[src/rtl/multicycle_ctrl.sv]
// Multicycle control FSM for the 16-bit CPU: fetch/decode/execute/memory/writeback sequencing.
// Latency: 3-4 cycles per instruction plus one cycle per mem_ready=0 cycle in a memory state.
// Backpressure: memory states hold mem_req until mem_ready; WAIT_LIMIT stalled cycles -> sticky FAULT.
module multicycle_ctrl #(
    parameter int WAIT_LIMIT = 255,
    parameter int CNT_W      = 8
) (
    input  logic       clk,
    input  logic       reset,
    input  logic [3:0] opcode,
    input  logic [3:0] opext,
    input  logic       cond_true,
    input  logic       mem_ready,
    output logic       mem_req,
    output logic       memwrite,
    output logic       iord,
    output logic       irwrite,
    output logic       pcwrite,
    output logic [1:0] pcsrc,
    output logic       regwrite,
    output logic       memtoreg,
    output logic [1:0] alusrcb,
    output logic       flagwrite,
    output logic       fault,
    output logic [3:0] state
);

    typedef enum logic [3:0] {
        S_FETCH  = 4'd0,
        S_DECODE = 4'd1,
        S_EXEC_R = 4'd2,
        S_EXEC_I = 4'd3,
        S_WB_ALU = 4'd4,
        S_MEM_RD = 4'd5,
        S_WB_LD  = 4'd6,
        S_MEM_WR = 4'd7,
        S_BRANCH = 4'd8,
        S_JUMP   = 4'd9,
        S_CMP    = 4'd10,
        S_FAULT  = 4'd15
    } state_t;

    localparam logic [CNT_W-1:0] CNT_LAST = CNT_W'(WAIT_LIMIT - 1);
    localparam logic [CNT_W-1:0] CNT_ONE  = {{(CNT_W-1){1'b0}}, 1'b1};

    state_t           state_q, state_d;
    logic [CNT_W-1:0] cnt_q, cnt_d;
    // B-operand select and flag-update request captured at DECODE, held through execute/writeback
    logic [1:0]       srcb_q, srcb_d;
    logic             flag_q, flag_d;

    logic             mem_state;
    logic             timeout;

    assign mem_state = (state_q == S_FETCH) || (state_q == S_MEM_RD) || (state_q == S_MEM_WR);
    // The last allowed stalled cycle is the one where the counter already shows WAIT_LIMIT-1;
    // a mem_ready on that same cycle still wins.
    assign timeout   = mem_state && !mem_ready && (cnt_q == CNT_LAST);

    // Next-state, wait-counter and decode-latch logic
    always_comb begin
        state_d = state_q;
        srcb_d  = srcb_q;
        flag_d  = flag_q;
        cnt_d   = '0;
        if (mem_state && !mem_ready && !timeout) begin
            cnt_d = cnt_q + CNT_ONE;
        end
        case (state_q)
            S_FETCH:  if (mem_ready) state_d = S_DECODE;
                      else if (timeout) state_d = S_FAULT;
            S_DECODE: begin
                srcb_d  = 2'b00;
                flag_d  = 1'b0;
                state_d = S_FAULT;
                case (opcode)
                    4'b0000: begin
                        case (opext)
                            4'b0101, 4'b1001: begin state_d = S_EXEC_R; flag_d = 1'b1; end
                            4'b0001, 4'b0010, 4'b0011, 4'b1101: state_d = S_EXEC_R;
                            4'b1011: state_d = S_CMP;
                            default: state_d = S_FAULT;
                        endcase
                    end
                    4'b0101, 4'b1001: begin state_d = S_EXEC_I; srcb_d = 2'b01; flag_d = 1'b1; end
                    4'b1101:          begin state_d = S_EXEC_I; srcb_d = 2'b01; end
                    4'b0001, 4'b0010, 4'b0011: begin state_d = S_EXEC_I; srcb_d = 2'b10; end
                    4'b1111:          begin state_d = S_EXEC_I; srcb_d = 2'b11; end
                    4'b1011:          begin state_d = S_CMP;    srcb_d = 2'b01; end
                    4'b0100: begin
                        case (opext)
                            4'b0000: state_d = S_MEM_RD;
                            4'b0100: state_d = S_MEM_WR;
                            4'b1100: state_d = S_JUMP;
                            default: state_d = S_FAULT;
                        endcase
                    end
                    4'b1100: state_d = S_BRANCH;
                    default: state_d = S_FAULT;
                endcase
            end
            S_EXEC_R, S_EXEC_I: state_d = S_WB_ALU;
            S_WB_ALU, S_WB_LD, S_BRANCH, S_JUMP, S_CMP: state_d = S_FETCH;
            S_MEM_RD: if (mem_ready) state_d = S_WB_LD;
                      else if (timeout) state_d = S_FAULT;
            S_MEM_WR: if (mem_ready) state_d = S_FETCH;
                      else if (timeout) state_d = S_FAULT;
            S_FAULT:  state_d = S_FAULT;
            default:  state_d = S_FAULT;
        endcase
    end

    // State, wait counter and decode latches
    always_ff @(posedge clk or negedge reset) begin
        if (!reset) begin
            state_q <= S_FETCH;
            cnt_q   <= '0;
            srcb_q  <= 2'b00;
            flag_q  <= 1'b0;
        end else begin
            state_q <= state_d;
            cnt_q   <= cnt_d;
            srcb_q  <= srcb_d;
            flag_q  <= flag_d;
        end
    end

    // Moore output decode; gated by reset so an in-flight request drops the moment reset asserts
    always_comb begin
        mem_req   = 1'b0;
        memwrite  = 1'b0;
        iord      = 1'b0;
        irwrite   = 1'b0;
        pcwrite   = 1'b0;
        pcsrc     = 2'b00;
        regwrite  = 1'b0;
        memtoreg  = 1'b0;
        alusrcb   = 2'b00;
        flagwrite = 1'b0;
        fault     = 1'b0;
        if (reset) begin
            case (state_q)
                S_FETCH: begin
                    mem_req = 1'b1;
                    // PC and IR always update together on fetch completion
                    irwrite = mem_ready;
                    pcwrite = mem_ready;
                end
                S_EXEC_R, S_EXEC_I: begin
                    alusrcb   = srcb_q;
                    flagwrite = flag_q;
                end
                S_WB_ALU: begin
                    regwrite = 1'b1;
                    alusrcb  = srcb_q;
                end
                S_CMP: begin
                    flagwrite = 1'b1;
                    alusrcb   = srcb_q;
                end
                S_MEM_RD: begin
                    mem_req = 1'b1;
                    iord    = 1'b1;
                end
                S_WB_LD: begin
                    regwrite = 1'b1;
                    memtoreg = 1'b1;
                end
                S_MEM_WR: begin
                    mem_req  = 1'b1;
                    iord     = 1'b1;
                    memwrite = 1'b1;
                end
                S_BRANCH: begin
                    pcsrc   = 2'b01;
                    pcwrite = cond_true;
                end
                S_JUMP: begin
                    pcsrc   = 2'b10;
                    pcwrite = cond_true;
                end
                S_FAULT: fault = 1'b1;
                default: fault = 1'b0;
            endcase
        end
    end

    assign state = state_q;

endmodule

[config.mk]
export PLATFORM = sky130hd
export DESIGN_NAME = multicycle_ctrl
export DESIGN_NICKNAME = d
export VERILOG_FILES = /design/src/rtl/multicycle_ctrl.sv
export SDC_FILE = /design/constraint.sdc
export NUM_CORES = 1
export LEC_CHECK = 0
export ABC_AREA = 1
export CAP_MARGIN = 15
export CORE_MARGIN = 2
export CORE_UTILIZATION = 44
export CTS_BUF_LIST = sky130_fd_sc_hd__clkbuf_16
export CTS_CLUSTER_DIAMETER = 100
export DETAILED_ROUTE_END_ITERATION = 8
export PLACE_DENSITY = 0.8
export SLEW_MARGIN = 25
export SYNTH_ARGS = -nofsm -noshare
export SYNTH_HDL_FRONTEND = slang
export SYNTH_SLANG_ARGS = --single-unit
[constraint.sdc]
create_clock -name clk -period 1.4 [get_ports clk]
set_clock_uncertainty 0.2 [all_clocks]
set_input_delay 0.28 -clock clk [delete_from_list [all_inputs] [get_ports clk]]
set_output_delay 0.28 -clock clk [all_outputs]
set_load 0.02 [all_outputs]
-- Word-level counts from Yosys, hierarchy flattened
Cells that the tools add are included.
- flip-flop bits (word level): 15
- logic and storage cells: 93
- input port bits: 12
- mux-type cells: 34
- equal/unequal tests: 31
- add/subtract/negate cells: 1
- reductions and logical operators: 23
- operators with widths (operator ; count):
    4-bit equality test, second input constant ; 13
    4-bit by 3-bit equality test with 1-bit output, second input constant ; 8
    4-bit by 2-bit equality test with 1-bit output, second input constant ; 6
    4-bit case mux with 6 select lines ; 1
    4-bit case mux with 5 select lines ; 1
    1-bit two-way mux ; 17
    4-bit two-way mux ; 4
    4-bit by 1-bit equality test with 1-bit output, second input constant ; 3
    4-bit zero test ; 3
    4-bit case mux with 3 select lines ; 1
    2-bit OR reduction ; 6
    8-bit by 1-bit adder with 8-bit output, second input constant ; 1
    8-bit equality test, second input constant ; 1
    8-bit two-way mux ; 1
    4-bit case mux with 2 select lines ; 1
    4-bit OR reduction ; 2
    7-bit OR reduction ; 1
    2-bit two-way mux ; 3
    1-bit case mux with 2 select lines ; 3
    2-bit case mux with 3 select lines ; 1
    3-bit OR reduction ; 2
    6-bit OR reduction ; 1
    5-bit OR reduction ; 1
    2-bit case mux with 2 select lines ; 1
    3 further kinds ; 7

-- Depth between registers and ports, before layout
Gate-level depths: netlist (run 1).
- depth in word-level cells: 8
- mapped depth: 8

-- Least setup slack after synthesis (run 1)
OpenSTA, ideal clock, no wires.
- path type: register -> output
- start point: register state_q[3], in the netlist state[3]
- end point: output port alusrcb[0]
- path slack: -0.666 ns
- path buffers: 0
- stages on the path, launching flop included: 6
- required time: 0.920 ns
- data arrival time: 1.586 ns
- path through: dfrtp_1 inv_1 nand2_1 nor3_2 a22oi_1 nor2_1
- word-level cells in the longest chain between the ends: 4
- elaborated cells between the ends (all ways): 7
- RTL lines (what ; line ; RTL):
    from (decl) ; 46 ; state_t state_q, state_d;
    from (signal assigned) ; 121 ; state_q <= state_d;
    4-bit equality test, or another cell as far along ; 142 ; case (state_q)
    4-bit OR reduction (no source line) * ; - ;
    2-bit two-way mux * ; 142 ;
    2-bit two-way mux * ; 141 ; if (reset) begin
    to (decl) ; 22 ; output logic [1:0] alusrcb,
Every way passes the cells marked *; elsewhere a longest branch is shown, timed or not.

-- Final worst setup path (run 1)
- start point: register state_q[2], in the netlist state[2]
- end point: output port alusrcb[1]
Same word-level chain as after synthesis.

==> out/metrics.yaml, run 1 <==
critical_path:
  crit_path_frequent_cell: "buf_6"
  crit_required_ps: 920
  setup.worst_path.end_class: "primary output"
  crit_chain: "inv_2 > nand4_1 > nand2_1 > a22oi_2 > buf_6 > nor2_4 > buf_6"
  worstSetupStartpointType: "flip-flop"
  reg2reg_depth: 9
  worst_r2r_endpoint: "cnt_q[2]"
  crit_arrival_ps: 1670
  cpPeakStageDelay_ps: 500
  slowest_stage: "dfrtp_2"
  worstSetupPathType: "reg -> out"
  r2r_start: "state[2]"
  rrSetupSlack_ps: -550
  cp_max_fo: 7
die:
  fp.dieH_microns: 55.1
  core_area_sq_um: 2480
  die_area_sq_um: 3040
  ioPinCount: 29
  die_x_microns: 55.1
  start_util_pct: 46.4
  num_rows: 18
sta:
  drv_slew: 0
  setup-violations-final: 32
  fin_crit_ps: 2150
  fin_tns_setup_ps: -14300
  worst_pin_slew_ps: 739
  fmax_mhz: 465
  fin_crit_sh_pct: 154
  setup_ws_ps: -749
  hold_viol: 0
  rsz0062_at_grt: "yes"
  slew_headroom_pct: 50.7
logic_synthesis:
  netlist_area_sq_um: 1150
  ys_ff_latch: 15
  yosysUniqueCellTypes: 25
  yosys_warnings: 0
  syn_nets: 197
  post_synth.cell_area_avg_sq_um: 6.28
  synthCells: 183
  seq_area_frac_synth_pct: 32.6
global_routing:
  grt_pass1_vias: 1621
  grt_overflow_total: 0
  antenna_found_initial: 0
  grt_use_total_pct: 36.3
  grt_pass1_wl_microns: 7660
  grt_max_degree: 16
clock_network:
  cts-root-buf: "clkbuf_16"
  numCtsBuffers: 3
  cts_num_sinks: 15
  htreeDepth: 1
  clkLatencyLatePin_ps: 260
  clock_path_buffers: 2
  tritoncts: "yes"
  clk_pin_slew_ps: 50
route:
  ant_nets: 0
  drtIter0Drc: 160
  vias_per_cell: 6.48
  drc: 0
  wl_per_cell_microns: 24.3
  wl_microns: 7290
  dr.pass1.iters: 4
  num_vias: 1943
layout:
  fin_cells: 300
  antenna_cells: 0
  mostFrequentLayoutCells: "nand2_1, buf_4, buf_6, nor2_1, inv_1"
  syn_to_final_growth_pct: 108
  layout_commonest_cell: "nand2_1"
  drive_gt1_share_pct: 53.0
  nets: 285
place:
  gp_congestion: 0.827
  portBuffers: 28
  place_inst: 282
  dp_hpwl_microns: 2970
worst_hold_path:
  hold_path_class: "reg -> reg"
  holdPathStages: 1
  worst_hold_startpoint: "cnt_q[0]"
  min_to: "cnt_q[0]"
outcome:
  status: "finished with violations"
  violations: "setup timing"
flow_run:
  cap_viol_max_count: 0
power:
  peakVddDrop_mv: 0.994
  powerDensity_nw_per_um2: 514
  power.leakage_nw: 1.08
## critical path: cells and delay by family (launching register included)
kind / cells / cell delay (ps)
and+or+nand+nor: 3 / 430
AOI/OAI and AO/OA: 1 / 70
DFF: 1 / 500
buffers and inverters: 3 / 390
## flip-flops by register name, summed over array words and instances (netlist names)
| name | flops |
|---|---|
| cnt_q | 8 |
| flag_q | 1 |
| srcb_q | 2 |
| state | 4 |
## area by class of cell
| class | count | area, sq um |
|---|---|---|
| well taps | 30 | 37.5 |
| clock buffers | 3 | 75.1 |
| clock inverters | 1 | 5.00 |
| repair buffers | 85 | 786 |
| flip-flops and latches | 15 | 380 |
| multi-input cells | 142 | 1000 |
| inverters | 24 | 103 |
| fillers | 50 | 86.3 |
## how the worst max path moves through the flow
| stage | startpoint | end | slack, ps | cells after the start |
|---|---|---|---|---|
| final | state[2] | alusrcb[1] | -750 | 7 |
| after global routing | state[2] | alusrcb[1] | -760 | 7 |
| after CTS | state[2] | alusrcb[1] | -490 | 6 |
| after detailed placement | reset | memwrite | -960 | 5 |
| after global placement | reset | alusrcb[1] | -950 | 6 |
| after floorplan | state[3] | alusrcb[0] | -390 | 5 |
## per-stage QoR
step / cell area (sq um) / setup slack (ps) / util (%) / hold WS (ps) / power [mW]
6_report: 2390 / -749 / 96.5 / 325 / 1.23
5_1_grt: 2390 / -760 / 96.5 / 326 / 1.26
4_1_cts: 2160 / -486 / 87.0 / 249 / 1.16
3_5_place_dp: 1930 / -962 / 78.0 / 242 / 0.602
3_3_place_gp: 1930 / -951 / 78.0 / 243 / 0.596
2_1_floorplan: 1290 / -390 / - / -216 / 0.499
## kinds of logic after synthesis
| logic type | share of synthesized area [%] |
|---|---|
| adder cells (fa/ha/maj) | 2.18 |
| AND/OR/NAND/NOR | 47.1 |
| buffers and inverters | 8.60 |
| flip-flops | 32.6 |
| XOR/XNOR | 1.52 |
| AO/OA/AOI/OAI | 7.94 |
## cell usage after synthesis
| master | count | area [sq um] |
|---|---|---|
| a21oi_1 | 9 | 45.0 |
| a21oi_2 | 1 | 8.76 |
| a22oi_1 | 1 | 7.51 |
| a31oi_1 | 1 | 6.26 |
| buf_2 | 1 | 5.00 |
| clkbuf_1 | 1 | 3.75 |
| dfrtp_1 | 15 | 375 |
| ha_1 | 2 | 25.0 |
| inv_1 | 22 | 82.6 |
| inv_2 | 2 | 7.51 |
| nand2_1 | 54 | 203 |
| nand2_2 | 4 | 25.0 |
| nand3_1 | 19 | 95.1 |
| nand3_2 | 1 | 10.0 |
| nand4_1 | 3 | 18.8 |
| nor2_1 | 31 | 116 |
| nor2_2 | 3 | 18.8 |
| nor2_4 | 2 | 22.5 |
| nor3_1 | 2 | 10.0 |
| nor3_2 | 1 | 10.0 |
| nor4_1 | 2 | 12.5 |
| o21ai_0 | 3 | 15.0 |
| o21ai_2 | 1 | 8.76 |
| xnor2_1 | 1 | 8.76 |
| xor2_1 | 1 | 8.76 |
## repair_timing
| item | 4_1_cts | 5_1_grt |
|---|---|---|
| hold buffers | 1 | 0 |
| endpoints found under the hold margin | 15 | 0 |
| buffers inserted | 11 | 15 |
| setup endpoints to repair | 32 | 46 |
| gates resized for setup | 126 | 48 |
| gates cloned | 0 | 0 |
| pin swaps | 9 | 12 |
## metal layers
metal  routed length [microns]  global-route usage, %
met4                       761                   21.5
met5                         0                      0
met1                      2340                   37.7
met3                       785                   3.23
met2                      3410                   69.6
## power by group
part,switching [mW],internal [mW]
Clock,0.209,0.383
Combinational,0.117,0.0864
Sequential,0,0.434
(Power assumes the default switching activity.)
==> run 2: changes to the inputs <==
--- a/config.mk
+++ b/config.mk
@@ -8,11 +8,11 @@
 export ABC_AREA = 1
 export CAP_MARGIN = 15
 export CORE_MARGIN = 2
-export CORE_UTILIZATION = 44
+export CORE_UTILIZATION = 35
 export CTS_BUF_LIST = sky130_fd_sc_hd__clkbuf_16
 export CTS_CLUSTER_DIAMETER = 100
 export DETAILED_ROUTE_END_ITERATION = 8
-export PLACE_DENSITY = 0.8
+export PLACE_DENSITY = 0.67
 export SLEW_MARGIN = 25
 export SYNTH_ARGS = -nofsm -noshare
 export SYNTH_HDL_FRONTEND = slang
==> run 2 against run 1 <==
The flow still finishes with violations (setup timing); wire length is 50% lower; highest routed layer unchanged; non-clock buffer count shrank 5; critical path depth is the same; critical endpoint is now alusrcb[0]; register-to-register slack better by 220 ps; global-route usage down 15 points; first-iteration DRC count decreased by 64%; maximum frequency is 11% higher; via count down 25%; power is 6.0% lower; cell area fell by 6.4%; combinational power down 18%.
==> out/metrics.yaml, run 2 (synthesized netlist as in run 1, its figures left out) <==
power:
  power.leakage_nw: 1.02  # -6.0%
  powerDensity_nw_per_um2: 516  # +0.44%
  p_comb_share_pct: 14.4  # -2.1 points
  peakVddDrop_mv: 0.514  # -48%
  intPower_uw: 897  # -0.71%
  switching_share_pct: 22.3  # -4.2 points
  seq_power_share_pct: 37.6  # +2.3 points
  power.total_mw: 1.16  # -6.0%
  pwr-share-clk_pct: 48.0  # -0.2 points
  p_switching_uw: 258  # -21%
clock_network:
  htreeDepth: 1  # unchanged
  numCtsBuffers: 3  # unchanged
  tritoncts: "yes"
  clkLatencyLatePin_ps: 250  # about the same
  cts-root-buf: "clkbuf_16"
  clock_path_buffers: 2  # unchanged
  clk_pin_slew_ps: 50  # about the same
  cts_num_sinks: 15  # unchanged
critical_path:
  crit_chain: "inv_4 > nand2_4 > nor3_4 > a22oi_2 > buf_6 > nor2_4 > buf_6"
  crit_required_ps: 920  # about the same
  worst_r2r_endpoint: "state[0]"
  slowest_stage: "dfrtp_2"
  setup.worst_path.end_class: "primary output"
  crit_arrival_ps: 1450  # -220 ps
  rrSetupSlack_ps: -330  # +220 ps
  crit_path_frequent_cell: "buf_6"
  r2r_start: "state[3]"
  reg2reg_depth: 10  # +1
  worstSetupStartpointType: "flip-flop"
  worstSetupPathType: "reg -> out"
  crit_path_start: "state[3]"
  cp_max_fo: 4  # -3
  cpPeakStageDelay_ps: 450  # -50 ps
global_routing:
  antenna_found_initial: 0  # unchanged
  grt_pass1_wl_microns: 6070  # -21%
  grt_overflow_total: 0  # unchanged
  grt_pass1_vias: 1458  # -10%
  grt_use_total_pct: 21.3  # -15 points
  grt_max_degree: 16  # unchanged
sta:
  drv_slew: 0  # unchanged
  slew_headroom_pct: 84.3  # +34 points
  hold_viol: 0  # unchanged
  fin_crit_ps: 1930  # -216 ps
  worst_pin_slew_ps: 236  # -503 ps
  hold_slack_ps: 63.6  # -261 ps
  fin_crit_sh_pct: 138  # -15 points
  fmax_mhz: 517  # +11%
  setup_ws_ps: -533  # +216 ps
  setup-violations-final: 32  # unchanged
  rsz0062_at_grt: "yes"
layout:
  fin_cells: 309  # +3.0%
  regMostFlops: "cnt_q"
  drive_gt1_share_pct: 46.0  # -6.9 points
  antenna_cells: 0  # unchanged
  syn_to_final_growth_pct: 94.6
  layout_commonest_cell: "nand2_1"
  final_core_util_pct: 72.7  # -24 points
  largest_register_ffs: 8  # unchanged
  mostFrequentLayoutCells: "nand2_1, buf_4, nor2_1, buf_6, inv_1"
  nets: 280  # -1.8%
place:
  dp_hpwl_microns: 2680  # -9.7%
  portBuffers: 28  # unchanged
  gp_congestion: 0.852  # +3.0%
  place_inst: 293  # +3.9%
route:
  num_vias: 1462  # -25%
  wl_microns: 3680  # -50%
  drtIter0Drc: 57  # -64%
  dr.pass1.iters: 4  # unchanged
  drc: 0  # unchanged
  vias_per_cell: 4.73  # -27%
  ant_nets: 0  # unchanged
  wl_per_cell_microns: 11.9  # -51%
outcome:
  status: "finished with violations"
  violations: "setup timing"
worst_hold_path:
  hold_path_class: "in -> async"
die:
  fp.dieH_microns: 61.3  # +11%
  die_area_sq_um: 3760  # +24%
  die_x_microns: 61.3  # +11%
  ioPinCount: 29  # unchanged
  core_area_sq_um: 3080  # +24%
  start_util_pct: 37.4  # -9.1 points
  num_rows: 20  # +2
flow_run:
  cap_viol_max_count: 0  # unchanged
[run 2: cell count changes in the layout (fill, tap and decap cells not counted), moves of 2 or more]
| cell | delta |
|---|---|
| nor2_4 | -7 |
| buf_6 | -6 |
| nand2_1 | +6 |
| nor2_1 | +6 |
| a21oi_1 | +3 |
| nand2_2 | -3 |
| a21oi_2 | -2 |
| clkdlybuf4s15_2 | +2 |
| nand2_4 | -2 |
| o21ai_0 | +2 |
| o21ai_1 | -2 |
[run 2: power groups by stage]
stage          clock network (mW)  registers [mW]  logic [mW]
2_1_floorplan                   0           0.442      0.0573
3_3_place_gp                    0           0.441       0.156
3_5_place_dp                    0           0.441       0.162
4_1_cts                     0.559           0.434       0.164
5_1_grt                     0.581           0.434       0.184
6_report                    0.554           0.434       0.167
[run 2: stage by stage]
step	cell area (sq um)	TNS [ps]	setup WS, ps
finish	2240	-10000	-533
global route	2240	-12090	-591
CTS	2140	-9920	-511
detailed placement	1930	-17010	-969
global placement	1930	-16650	-959
floorplan	1290	-3220	-390
[run 2: worst max-delay path, delay by kind of cell (launching register included)]
kind	cells	cell delay [ps]
flops	1	450
simple gates	3	290
buf+inv	3	350
compound gates	1	110
[run 2: routing by layer]
layer	vias to the layer above	wire length [microns]	global-route usage, %	share of wire [%]
met1	676	1540	25.7	42
met2	32	1970	39.4	53
met5	-	0	0	0
li1	748	-	-	-
met4	0	49	6.52	1.3
met3	6	122	2.52	3.3
[run 2: final cells by class]
| class | count | area, sq um |
|---|---|---|
| clock buffers | 3 | 75.1 |
| repair buffers | 80 | 729 |
| clock inverters | 1 | 5.00 |
| fillers | 247 | 841 |
| multi-input cells | 142 | 897 |
| well taps | 44 | 55.1 |
| inverters | 24 | 95.1 |
| flip-flops and latches | 15 | 380 |
[run 2: worst max-delay path by stage]
| stage | slack, ps | endpoint |
|---|---|---|
| final | -530 | alusrcb[0] |
| after global routing | -590 | alusrcb[0] |
| after CTS | -510 | pcsrc[0] |
| after detailed placement | -970 | memtoreg |
| after global placement | -960 | alusrcb[0] |
| after floorplan | -390 | alusrcb[0] |
[run 2: repair_timing]
| action | 4_1_cts | 5_1_grt |
|---|---|---|
| pin swaps | 13 | 6 |
| resized for setup | 102 | 23 |
| setup buffers | 12 | 5 |
| hold buffers | 0 | 0 |
| setup endpoints to repair | 32 | 32 |
==> run 3: changes to the inputs <==
--- a/config.mk
+++ b/config.mk
@@ -5,14 +5,14 @@
 export SDC_FILE = /design/constraint.sdc
 export NUM_CORES = 1
 export LEC_CHECK = 0
-export ABC_AREA = 1
 export CAP_MARGIN = 15
 export CORE_MARGIN = 2
 export CORE_UTILIZATION = 35
 export CTS_BUF_LIST = sky130_fd_sc_hd__clkbuf_16
 export CTS_CLUSTER_DIAMETER = 100
 export DETAILED_ROUTE_END_ITERATION = 8
-export PLACE_DENSITY = 0.67
+export GPL_ROUTABILITY_DRIVEN = 0
+export PLACE_DENSITY = 0.66
 export SLEW_MARGIN = 25
 export SYNTH_ARGS = -nofsm -noshare
 export SYNTH_HDL_FRONTEND = slang
==> run 3 against run 2 <==
The run still ends with setup timing left; via count down 5.6%; sequential power up 36%; die area rose by 1.1%; synthesized area up 1.2%; sequential cell count unchanged; critical endpoint unchanged; largest cell class unchanged; highest routed layer unchanged.
==> out/metrics.yaml, run 3 <==
layout:
  regMostFlops: "cnt_q"
  drive_gt1_share_pct: 56.3  # +10 points
  nets: 237  # -15%
  final_core_util_pct: 74.7  # +2.0 points
  layout_commonest_cell: "buf_4"
  syn_to_final_growth_pct: 99.2
  largest_register_ffs: 8  # unchanged
  antenna_cells: 0  # unchanged
  fillers: 229  # -7.3%
  mostFrequentLayoutCells: "buf_4, buf_6, dfrtp_1, clkdlybuf4s50_1, nor2_4"
  fin_cells: 266  # -14%
place:
  dp_hpwl_microns: 2670  # -0.36%
  portBuffers: 28  # unchanged
  place_inst: 247  # -16%
clock_network:
  clock_path_buffers: 2  # unchanged
  numCtsBuffers: 3  # unchanged
  clkLatencyLatePin_ps: 250  # about the same
  htreeDepth: 1  # unchanged
  cts-root-buf: "clkbuf_16"
  clk_pin_slew_ps: 50  # about the same
  cts_hold_buf: 0  # unchanged
  tritoncts: "yes"
  cts_num_sinks: 15  # unchanged
power:
  power.total_mw: 3.31  # +190%
  powerDensity_nw_per_um2: 1430  # +180%
  seq_power_share_pct: 17.8  # -20 points
  p_comb_share_pct: 65.6  # +51 points
  p_switching_mw: 1.28  # +400%
  peakVddDrop_mv: 0.510  # -0.68%
  switching_share_pct: 38.7  # +16 points
  power.leakage_nw: 1.04  # +2.2%
  intPower_mw: 2.03  # +130%
  pwr-share-clk_pct: 16.7  # -31 points
route:
  wl_per_cell_microns: 15.2  # +27%
  num_vias: 1380  # -5.6%
  vias_per_cell: 5.19  # +9.6%
  drc: 0  # unchanged
  drtIter0Drc: 39  # -32%
  dr.pass1.iters: 4  # unchanged
  ant_nets: 0  # unchanged
  wl_microns: 4030  # +9.7%
logic_synthesis:
  ys_ff_latch: 15  # unchanged
  post_synth.cell_area_avg_sq_um: 8.19  # +30%
  yosysUniqueCellTypes: 45  # +80%
  synthCells: 142  # -22%
  seq_area_frac_synth_pct: 32.3  # -0.39 points
  async_flop_share_pct: 100  # unchanged
  synth_common_cells: "dfrtp_1, nand2_1, nor2_1"
  yosys.cell_count.top_type: "dfrtp_1"
  yosys_warnings: 0  # unchanged
  netlist_top_cells_area: "dfrtp_1, xor2_1, nand2_1"
  syn_nets: 156  # -21%
  netlist.area_leader.share_pct: 32.3  # -0.39 points
  ys.flop_type: "dfrtp_1"
  netlist_area_sq_um: 1160  # +1.2%
  synth_edf_count: 0  # unchanged
  netlist.top_cell.by_area: "dfrtp_1"
sta:
  rsz0062_at_grt: "yes"
  hold_viol: 0  # unchanged
  setup-violations-final: 32  # unchanged
  fin_crit_sh_pct: 142  # +4.2 points
  slew_headroom_pct: 75.8  # -8.5 points
  fin_crit_ps: 1990  # +59.2 ps
  setup_ws_ps: -592  # -59.2 ps
  fmax_mhz: 502  # -3.0%
  drv_slew: 0  # unchanged
  fin_tns_setup_ps: -13810  # -3820 ps
  worst_pin_slew_ps: 358  # +123 ps
die:
  start_util_pct: 37.5  # +0.14 points
  num_rows: 20  # unchanged
  ioPinCount: 29  # unchanged
  core_area_sq_um: 3100  # +0.81%
  die_area_sq_um: 3800  # +1.1%
  fp.dieH_microns: 61.7  # +0.56%
  die_x_microns: 61.7  # +0.56%
critical_path:
  worstSetupPathType: "reg -> out"
  worstSetupStartpointType: "flip-flop"
  crit_chain: "or3b_1 > a21oi_2 > o21ai_2 > nor2_2 > buf_6"
  cp_top_family: "simple AND/OR/NAND/NOR gates"
  path_buf_inv: 1  # -2
  slowest_stage: "dfrtp_2"
  crit_required_ps: 920  # about the same
  crit_arrival_ps: 1510  # +60 ps
  cp_max_fo: 2  # -2
  setup.worst_path.end_class: "primary output"
  cpPeakStageDelay_ps: 400  # -50 ps
worst_hold_path:
  hold_path_class: "in -> async"
flow_run:
  cap_viol_max_count: 0  # unchanged
global_routing:
  grt_use_total_pct: 21.4  # about the same
  antenna_found_initial: 0  # unchanged
  grt_pass1_vias: 1363  # -6.5%
  grt_overflow_total: 0  # unchanged
  grt_pass1_wl_microns: 5930  # -2.3%
  grt_max_degree: 13  # -3
outcome:
  status: "finished with violations"
  violations: "setup timing"
[run 3: power by group through the flow]
stage | registers (mW) | logic [mW] | clock network (mW)
floorplan | 0.672 | 0.758 | 0
global placement | 0.571 | 1.44 | 0
detailed placement | 0.576 | 1.46 | 0
CTS | 0.577 | 1.71 | 0.565
global route | 0.599 | 2.30 | 0.571
finish | 0.589 | 2.17 | 0.553
[run 3: logic make-up (layout without fill, tap and decap cells)]
family          after synthesis  in the layout  share of synthesized area [%]
flops                        15             15                           32.3
fa+ha+maj                     2              2                           2.15
compound gates               34             34                           21.3
mux                           1              1                          0.860
xor+xnor                      9              9                           6.77
buf+inv                      17             97                           6.13
simple gates                 64             64                           30.5
[run 3: path summary, 6_finish.rpt]
path	start	to	cells after the start	slack, ps
max	state[1]	alusrcb[0]	5	-590
min	reset	cnt_q[2]	3	30
max reg2reg	state[2]	cnt_q[3]	7	-540
min reg2reg	srcb_q[0]	srcb_q[0]	2	350
max in group asynchronous	reset	state[0]	4	640
min in group clk	srcb_q[0]	srcb_q[0]	2	350
[run 3: what timing repair did]
action,in CTS,in global routing
pin swaps,4,12
setup endpoints to repair,32,32
resized for setup,116,37
buffers inserted,7,8
[run 3: worst min-delay path, cell delays in order]
cell and delay [ps]:
dlygate4sd2_1 240, buf_12 140, buf_4 140
[run 3: layout make-up]
cell class,instances,area [sq um],area share (%)
Clock buffer,3,75.1,3.24
Clock inverter,1,3.75,0.162
Inverter,7,26.3,1.13
Multi-Input combinational cell,110,962,41.5
Sequential cell,15,380,16.4
Tap cell,44,55.1,2.37
Timing Repair Buffer,86,816,35.2
[run 3: per-layer routing]
| layer | part of all wire [%] | GRT usage (%) | up-vias |
|---|---|---|---|
| met4 | 1.3 | 8.81 | 0 |
| met5 | 0 | 0 | - |
| li1 | - | - | 677 |
| met3 | 2.8 | 3.36 | 4 |
| met2 | 54 | 37.9 | 28 |
| met1 | 42 | 25.5 | 671 |
[run 3: per-stage QoR]
stage / area [sq um] / hold slack, ps / setup WS (ps)
floorplan: 1310 / -216 / -375
global placement: 1910 / 317 / -944
detailed placement: 1910 / 320 / -962
CTS: 2110 / 4.52 / -596
global route: 2320 / 36.2 / -652
finish: 2320 / 28.9 / -592
